==> config.mk <==
export PLATFORM = sky130hd
export DESIGN_NAME = mvb_rx_frame_ctrl
export DESIGN_NICKNAME = d
export VERILOG_FILES = /design/src/rtl/mvb_rx_frame_ctrl.sv
export SDC_FILE = /design/constraint.sdc
export NUM_CORES = 1
export LEC_CHECK = 0
export CORE_UTILIZATION = 47
export CTS_BUF_LIST = sky130_fd_sc_hd__clkbuf_16
export CTS_CLUSTER_SIZE = 12
export DETAILED_ROUTE_END_ITERATION = 8
export GPL_TIMING_DRIVEN = 0
export PLACE_DENSITY = 0.71
export SETUP_SLACK_MARGIN = 0.3
export SKIP_CTS_REPAIR_TIMING = 1
export SLEW_MARGIN = 20
export SYNTH_ARGS = -nofsm -noshare
export SYNTH_HDL_FRONTEND = slang
export SYNTH_SLANG_ARGS = --single-unit
==> constraint.sdc <==
create_clock -name clk_24M -period 5.6 [get_ports clk_24M]
set_input_delay 1.12 -clock clk_24M [delete_from_list [all_inputs] [get_ports clk_24M]]
set_output_delay 1.12 -clock clk_24M [all_outputs]
set_load 0.1 [all_outputs]
==> src/rtl/mvb_rx_frame_ctrl.sv <==
// MVB receive frame controller: sequences start/delimiter, data words, check sequences
// and end delimiter of one frame. Optional watchdog when MVB_RX_TIMEOUT_EN is defined.
module mvb_rx_frame_ctrl #(
  parameter int unsigned WORDS_PER_CRC = 4,
  parameter int unsigned MAX_WORDS     = 16,
  parameter int unsigned BITS_PER_WORD = 16,
  parameter int unsigned CRC_BITS      = 8,
  parameter int unsigned DELIM_BITS    = 9,
  parameter int unsigned END_BITS      = 3,
  parameter int unsigned TIMEOUT_CYC   = 64
) (
  input  logic       clk_24M,
  input  logic       rst,
  input  logic       bit_tick,
  input  logic       frame_start,
  input  logic       s_delim,
  input  logic       m_delim,
  input  logic       e_delim,
  input  logic       delim_error,
  input  logic       signal_error,
  input  logic       crc_error,
  input  logic [5:0] frame_words,
  output logic       start_check_en,
  output logic       delimiter_check_en,
  output logic       deserializer_en,
  output logic       deserializer_wait,
  output logic       crc_check_en,
  output logic       crc_read,
  output logic       frame_end,
  output logic       frame_over,
  output logic       frame_ok,
  output logic [2:0] err_code,
  output logic [5:0] word_count
);

  typedef enum logic [2:0] {IDLE, DELIM, DATA, CRC, EDEL, DONE, ERR} state_e;
  typedef enum logic [2:0] {
    E_NONE = 3'd0, E_DELIM = 3'd1, E_LEN = 3'd2, E_SIG = 3'd3,
    E_CRC = 3'd4, E_END = 3'd5, E_TIMEOUT = 3'd6
  } err_e;

  localparam int unsigned MAX_A    = (DELIM_BITS > BITS_PER_WORD) ? DELIM_BITS : BITS_PER_WORD;
  localparam int unsigned MAX_B    = (CRC_BITS > END_BITS) ? CRC_BITS : END_BITS;
  localparam int unsigned MAX_BITS = (MAX_A > MAX_B) ? MAX_A : MAX_B;
  localparam int unsigned CNT_W    = $clog2(MAX_BITS + 1);
  localparam int unsigned BLK_W    = $clog2(WORDS_PER_CRC + 1);

  localparam logic [CNT_W-1:0] DELIM_LAST = CNT_W'(DELIM_BITS - 1);
  localparam logic [CNT_W-1:0] WORD_LAST  = CNT_W'(BITS_PER_WORD - 1);
  localparam logic [CNT_W-1:0] CRC_LAST   = CNT_W'(CRC_BITS - 1);
  localparam logic [CNT_W-1:0] END_LAST   = CNT_W'(END_BITS - 1);
  localparam logic [BLK_W-1:0] BLK_LAST   = BLK_W'(WORDS_PER_CRC - 1);
  localparam logic [5:0]       MAX_LEN    = 6'(MAX_WORDS);

  state_e           state_q, state_d;
  err_e             err_q, err_d;
  logic [CNT_W-1:0] bit_cnt_q, bit_cnt_d;
  logic [BLK_W-1:0] blk_cnt_q, blk_cnt_d;
  logic [5:0]       word_cnt_q, word_cnt_d;
  logic [5:0]       len_q, len_d;
  logic             crc_read_d;
  logic             active;

  logic start_check_en_q, delimiter_check_en_q, deserializer_en_q, deserializer_wait_q;
  logic crc_check_en_q, crc_read_q, frame_end_q, frame_over_q, frame_ok_q;

`ifdef MVB_RX_TIMEOUT_EN
  localparam int unsigned      WD_W    = $clog2(TIMEOUT_CYC + 1);
  localparam logic [WD_W-1:0]  WD_LAST = WD_W'(TIMEOUT_CYC - 1);
  logic [WD_W-1:0] wd_q, wd_d;
`endif

  assign active = (state_q == DELIM) || (state_q == DATA) ||
                  (state_q == CRC)   || (state_q == EDEL);

  always_comb begin
    // NOTE: every _d variable gets a default before the case so no path infers a latch.
    state_d    = state_q;
    err_d      = err_q;
    bit_cnt_d  = bit_cnt_q;
    blk_cnt_d  = blk_cnt_q;
    word_cnt_d = word_cnt_q;
    len_d      = len_q;
    crc_read_d = 1'b0;
`ifdef MVB_RX_TIMEOUT_EN
    wd_d = (bit_tick || !active) ? '0 : wd_q + 1'b1;
`endif

    unique case (state_q)
      IDLE: begin
        if (frame_start) begin
          state_d    = DELIM;
          err_d      = E_NONE;
          word_cnt_d = '0;
          blk_cnt_d  = '0;
        end
      end
      DELIM: begin
        if (bit_tick) begin
          if (bit_cnt_q == DELIM_LAST) begin
            if (m_delim && !delim_error) begin
              len_d   = 6'd1;
              state_d = DATA;
            end else if (s_delim && !delim_error) begin
              len_d = frame_words;
              if (frame_words == '0 || frame_words > MAX_LEN) begin
                state_d = ERR;
                err_d   = E_LEN;
              end else begin
                state_d = DATA;
              end
            end else begin
              state_d = ERR;
              err_d   = E_DELIM;
            end
          end else begin
            bit_cnt_d = bit_cnt_q + 1'b1;
          end
        end
      end
      DATA: begin
        if (bit_tick) begin
          if (bit_cnt_q == WORD_LAST) begin
            bit_cnt_d = '0;
            if (word_cnt_q < MAX_LEN) word_cnt_d = word_cnt_q + 1'b1;
            // A check sequence follows every full block and the final (possibly short) block.
            if (blk_cnt_q == BLK_LAST || word_cnt_d == len_q) begin
              state_d   = CRC;
              blk_cnt_d = '0;
            end else begin
              blk_cnt_d = blk_cnt_q + 1'b1;
            end
          end else begin
            bit_cnt_d = bit_cnt_q + 1'b1;
          end
        end
      end
      CRC: begin
        if (bit_tick) begin
          if (bit_cnt_q == CRC_LAST) begin
            crc_read_d = 1'b1;
            if (crc_error) begin
              state_d = ERR;
              err_d   = E_CRC;
            end else if (word_cnt_q == len_q) begin
              state_d = EDEL;
            end else begin
              state_d = DATA;
            end
          end else begin
            bit_cnt_d = bit_cnt_q + 1'b1;
          end
        end
      end
      EDEL: begin
        if (bit_tick) begin
          if (bit_cnt_q == END_LAST) begin
            if (e_delim && !delim_error) begin
              state_d = DONE;
            end else begin
              state_d = ERR;
              err_d   = E_END;
            end
          end else begin
            bit_cnt_d = bit_cnt_q + 1'b1;
          end
        end
      end
      DONE:    state_d = IDLE;
      ERR:     state_d = IDLE;
      default: state_d = IDLE;
    endcase

`ifdef MVB_RX_TIMEOUT_EN
    if (active && !bit_tick && wd_q == WD_LAST) begin
      state_d = ERR;
      err_d   = E_TIMEOUT;
    end
`endif
    // A line fault outranks every other abort cause.
    if (active && signal_error) begin
      state_d = ERR;
      err_d   = E_SIG;
    end
    if (state_d != state_q) bit_cnt_d = '0;
  end

  always_ff @(posedge clk_24M) begin
    if (rst) begin
      state_q              <= IDLE;
      err_q                <= E_NONE;
      bit_cnt_q            <= '0;
      blk_cnt_q            <= '0;
      word_cnt_q           <= '0;
      len_q                <= '0;
      start_check_en_q     <= 1'b1;
      delimiter_check_en_q <= 1'b0;
      deserializer_en_q    <= 1'b0;
      deserializer_wait_q  <= 1'b0;
      crc_check_en_q       <= 1'b0;
      crc_read_q           <= 1'b0;
      frame_end_q          <= 1'b0;
      frame_over_q         <= 1'b0;
      frame_ok_q           <= 1'b0;
`ifdef MVB_RX_TIMEOUT_EN
      wd_q                 <= '0;
`endif
    end else begin
      state_q    <= state_d;
      err_q      <= err_d;
      bit_cnt_q  <= bit_cnt_d;
      blk_cnt_q  <= blk_cnt_d;
      word_cnt_q <= word_cnt_d;
      len_q      <= len_d;
      // NOTE: outputs decode state_d so they are flops yet line up with state_q.
      start_check_en_q     <= (state_d == IDLE);
      delimiter_check_en_q <= (state_d == DELIM) || (state_d == EDEL);
      deserializer_en_q    <= (state_d == DATA);
      deserializer_wait_q  <= (state_d == CRC);
      crc_check_en_q       <= (state_d == DATA);
      crc_read_q           <= crc_read_d;
      frame_end_q          <= (state_d == EDEL);
      frame_over_q         <= (state_d == DONE) || (state_d == ERR);
      frame_ok_q           <= (state_d == DONE);
`ifdef MVB_RX_TIMEOUT_EN
      wd_q                 <= wd_d;
`endif
    end
  end

  assign start_check_en     = start_check_en_q;
  assign delimiter_check_en = delimiter_check_en_q;
  assign deserializer_en    = deserializer_en_q;
  assign deserializer_wait  = deserializer_wait_q;
  assign crc_check_en       = crc_check_en_q;
  assign crc_read           = crc_read_q;
  assign frame_end          = frame_end_q;
  assign frame_over         = frame_over_q;
  assign frame_ok           = frame_ok_q;
  assign err_code           = err_q;
  assign word_count         = word_cnt_q;

endmodule

==> impl_metrics.yaml <==
placement:
  place.gp.congestion: 0.890
  io_buffer_count: 32
  dp.final_hpwl_um: 3930
worst_setup_path:
  r2r_slack_ps: 3060
  crit_type: "input pin to register"
  r2r_end: "bit_cnt_q[4]"
  ff2ff_path_depth: 7
  cp-startpoint: "frame_words[1]"
  cp-end-kind: "register"
  critical_path.top_delay_family: "compound AO/OA/AOI/OAI gates"
  r2r_start: "state_q[1]"
  crit_cells: 7
  crit_path_max_fanout: 4
  path_cells: "clkdlybuf4s50_1 -> nor4_1 -> nor4_1 -> a221oi_1 -> o21ai_0 -> a21oi_1 -> mux2_2"
  crit_buf_inv: 1
  cp.arrival_ps: 3490
  critPathCapture: "err_code[0]"
  start_kind: "input pin"
  critPathMostFrequentCell: "nor4_1"
  cp.required_ps: 5760
  cpMaxStageDelayCell: "a221oi_1"
  worst_path_largest_cell_delay_ps: 600
global_routing:
  gr-total-overflow: 0
  grt_max_degree: 12
  grt_util_all_layers_pct: 23.5
  grt_first_pass_wirelength_um: 9100
  grt_pass1_vias: 1907
  antenna_found_initial: 0
cells_and_area:
  area_growth_syn_to_layout_pct: 24.7
  n_fill_cell: 393
  n_antenna_cell: 0
  layout_common_cells: "nor2_1 (35), dfxtp_1 (34), clkdlybuf4s50_1 (32)"
  drive_gt1_share_pct: 8.70
  final_common_cell: "nor2_1"
  final_net_count: 320
synthesis:
  async_flop_share_pct: 0
  ys_seq_area_share_pct: 31.9
  ys.flop_type: "dfxtp_1"
  syn-num-nets: 281
  synth_edf_count: 0
  yosysWarnings: 0
  synth_cell_types: 62
  synth.ff_latch_count: 34
  syn_inst: 259
  synth_area_mm2: 0.00213
  syn_avg_cell_area_um2: 8.24
detailed_routing:
  avgViaCountPerCell: 5.70
  firstDrtPassIters: 4
  drtIter0Drc: 155
  wirelength_um: 5290
  drtAntennaViolNets: 0
  drc_errors: 0
  drt-wirelength-per-cell_um: 15.1
  num_vias: 1999
clock_tree:
  clk_latency_ps: 280
  h-tree-depth: 2
  cts-root-buf: "clkbuf_16"
  cts.sinks: 34
  cts_buffers: 5
  clockBufferDepth: 2
  cts_tree: "yes"
  path_clk_slew_ps: 50
sta:
  rsz0062_at_grt: "no"
  min_period_ps: 3330
  fin_worst_skew_ps: 3.21
  fin_setup_tns_ps: 0
  post-route-period-util_pct: 59.4
  slew-limit-headroom_pct: 35.2
  setup_viol: 0
  finalMaxSlewViolations: 0
  tightestPinTransition_ps: 968
  hold_ws_ps: 452
  timing_hold_violations_final: 0
  max_freq_mhz: 301
run_status:
  status: "finished clean"
die:
  die_x_um: 69.4
  fp-row-count: 24
  die_area_mm2: 0.00481
  pin_count: 34
  initial_core_util_pct: 49.0
  core-area_mm2: 0.00435
  fp.dieH_um: 69.4
worst_hold_path:
  min_path_type: "register to register"
pwr:
  vdd.ir_drop.worst_uv: 292
  leakage_nw: 1.01
  power.density_mw_per_mm2: 470
run:
  maxCapViolCount: 0
-- worst min-delay path: cells and delay by family (launching register included) --
family | cells | cell delay [ps]
compound gates | 1 | 50
flops | 1 | 300
simple gates | 1 | 50
-- metal layers --
layer,vias to the layer above,global-route usage (%),share of wire (%)
met1,937,31.7,49
met2,36,37.8,47
met4,0,7.71,1.3
li1,1021,-,-
met5,-,0,0
met3,5,4.36,2.8
-- worst min-delay path by stage --
stage / endpoint / depth (start not counted) / slack, ps / start
after CTS: blk_cnt_q[2] / 2 / 450 / blk_cnt_q[2]
after floorplan: blk_cnt_q[2] / 2 / 430 / blk_cnt_q[2]
after detailed placement: blk_cnt_q[2] / 2 / 440 / blk_cnt_q[2]
after global placement: blk_cnt_q[2] / 2 / 440 / blk_cnt_q[2]
final: blk_cnt_q[2] / 2 / 450 / blk_cnt_q[2]
after global routing: blk_cnt_q[2] / 2 / 490 / blk_cnt_q[2]
-- kinds of logic (layout without fill, tap and decap cells) --
group                      count (synthesis)  count (layout)  share of synthesized area (%)
and+or+nand+nor                          121             121                           31.8
AOI/OAI and AO/OA                         62              62                           22.2
xor gates and xnor gates                  11              11                           4.51
DFF                                       34              34                           31.9
adders and majority gates                  6               6                           3.52
buffers and inverters                     22              62                           4.69
muxes                                      3               3                           1.47
-- sequential cells by signal, indices dropped and copies added (netlist names) --
name,cells
len_q,6
word_count,6
bit_cnt_q,5
blk_cnt_q,3
err_code,3
state_q,3
crc_check_en,1
crc_read,1
delimiter_check_en,1
deserializer_wait,1
frame_end,1
frame_ok,1
frame_over,1
start_check_en,1
-- final cells by class --
cell class	count	area (um^2)	area share, %
Clock inverter	3	16.3	0.611
Timing Repair Buffer	32	320	12.0
Buffer	12	62.6	2.35
Clock buffer	5	125	4.70
Sequential cell	34	681	25.6
Tap cell	52	65.1	2.44
Multi-Input combinational cell	203	1350	50.9
Inverter	10	37.5	1.41
-- Yosys cell counts, types with 3 or more instances --
| cell type | count | share of area, % |
|---|---|---|
| a221oi_1 | 3 | 1.2 |
| nor3_1 | 10 | 2.3 |
| nor4_1 | 4 | 1.2 |
| nand2_1 | 13 | 2.3 |
| a21o_1 | 6 | 2.1 |
| nand4_1 | 4 | 1.2 |
| nor3b_1 | 5 | 1.8 |
| o21ai_0 | 8 | 1.9 |
| nor2b_1 | 8 | 2.3 |
| a21oi_1 | 11 | 2.6 |
| dfxtp_1 | 34 | 32 |
| or3_1 | 5 | 1.5 |
| nor2_1 | 35 | 6.2 |
| nand3_1 | 6 | 1.4 |
| xor2_1 | 9 | 3.7 |
| o21a_1 | 4 | 1.4 |
| and3_1 | 3 | 0.88 |
| ha_1 | 6 | 3.5 |
| inv_1 | 10 | 1.8 |
| clkbuf_1 | 5 | 0.88 |
| buf_2 | 3 | 0.70 |
| nand2b_1 | 8 | 2.3 |
| a22oi_1 | 7 | 2.5 |
| a211oi_1 | 3 | 1.1 |
-- through the flow --
stage	worst slack [ps]	instances	utilization [%]	instance area, um^2	power (mW)
floorplan	2690	259	-	2130	0.837
global placement	2060	343	57.9	2520	0.982
detailed placement	2040	343	57.9	2520	0.985
CTS	2310	351	61.1	2660	1.25
global route	2070	351	61.1	2660	1.32
finish	2270	351	61.1	2660	1.25
-- power by group --
part           switching [mW]  internal (mW)  leakage, nW
registers              0.0322          0.279        0.276
clock network           0.101          0.162       0.0672
logic                   0.457          0.219        0.665
total                   0.590          0.660         1.01
No activity file was read; power rests on OpenSTA's default activity.
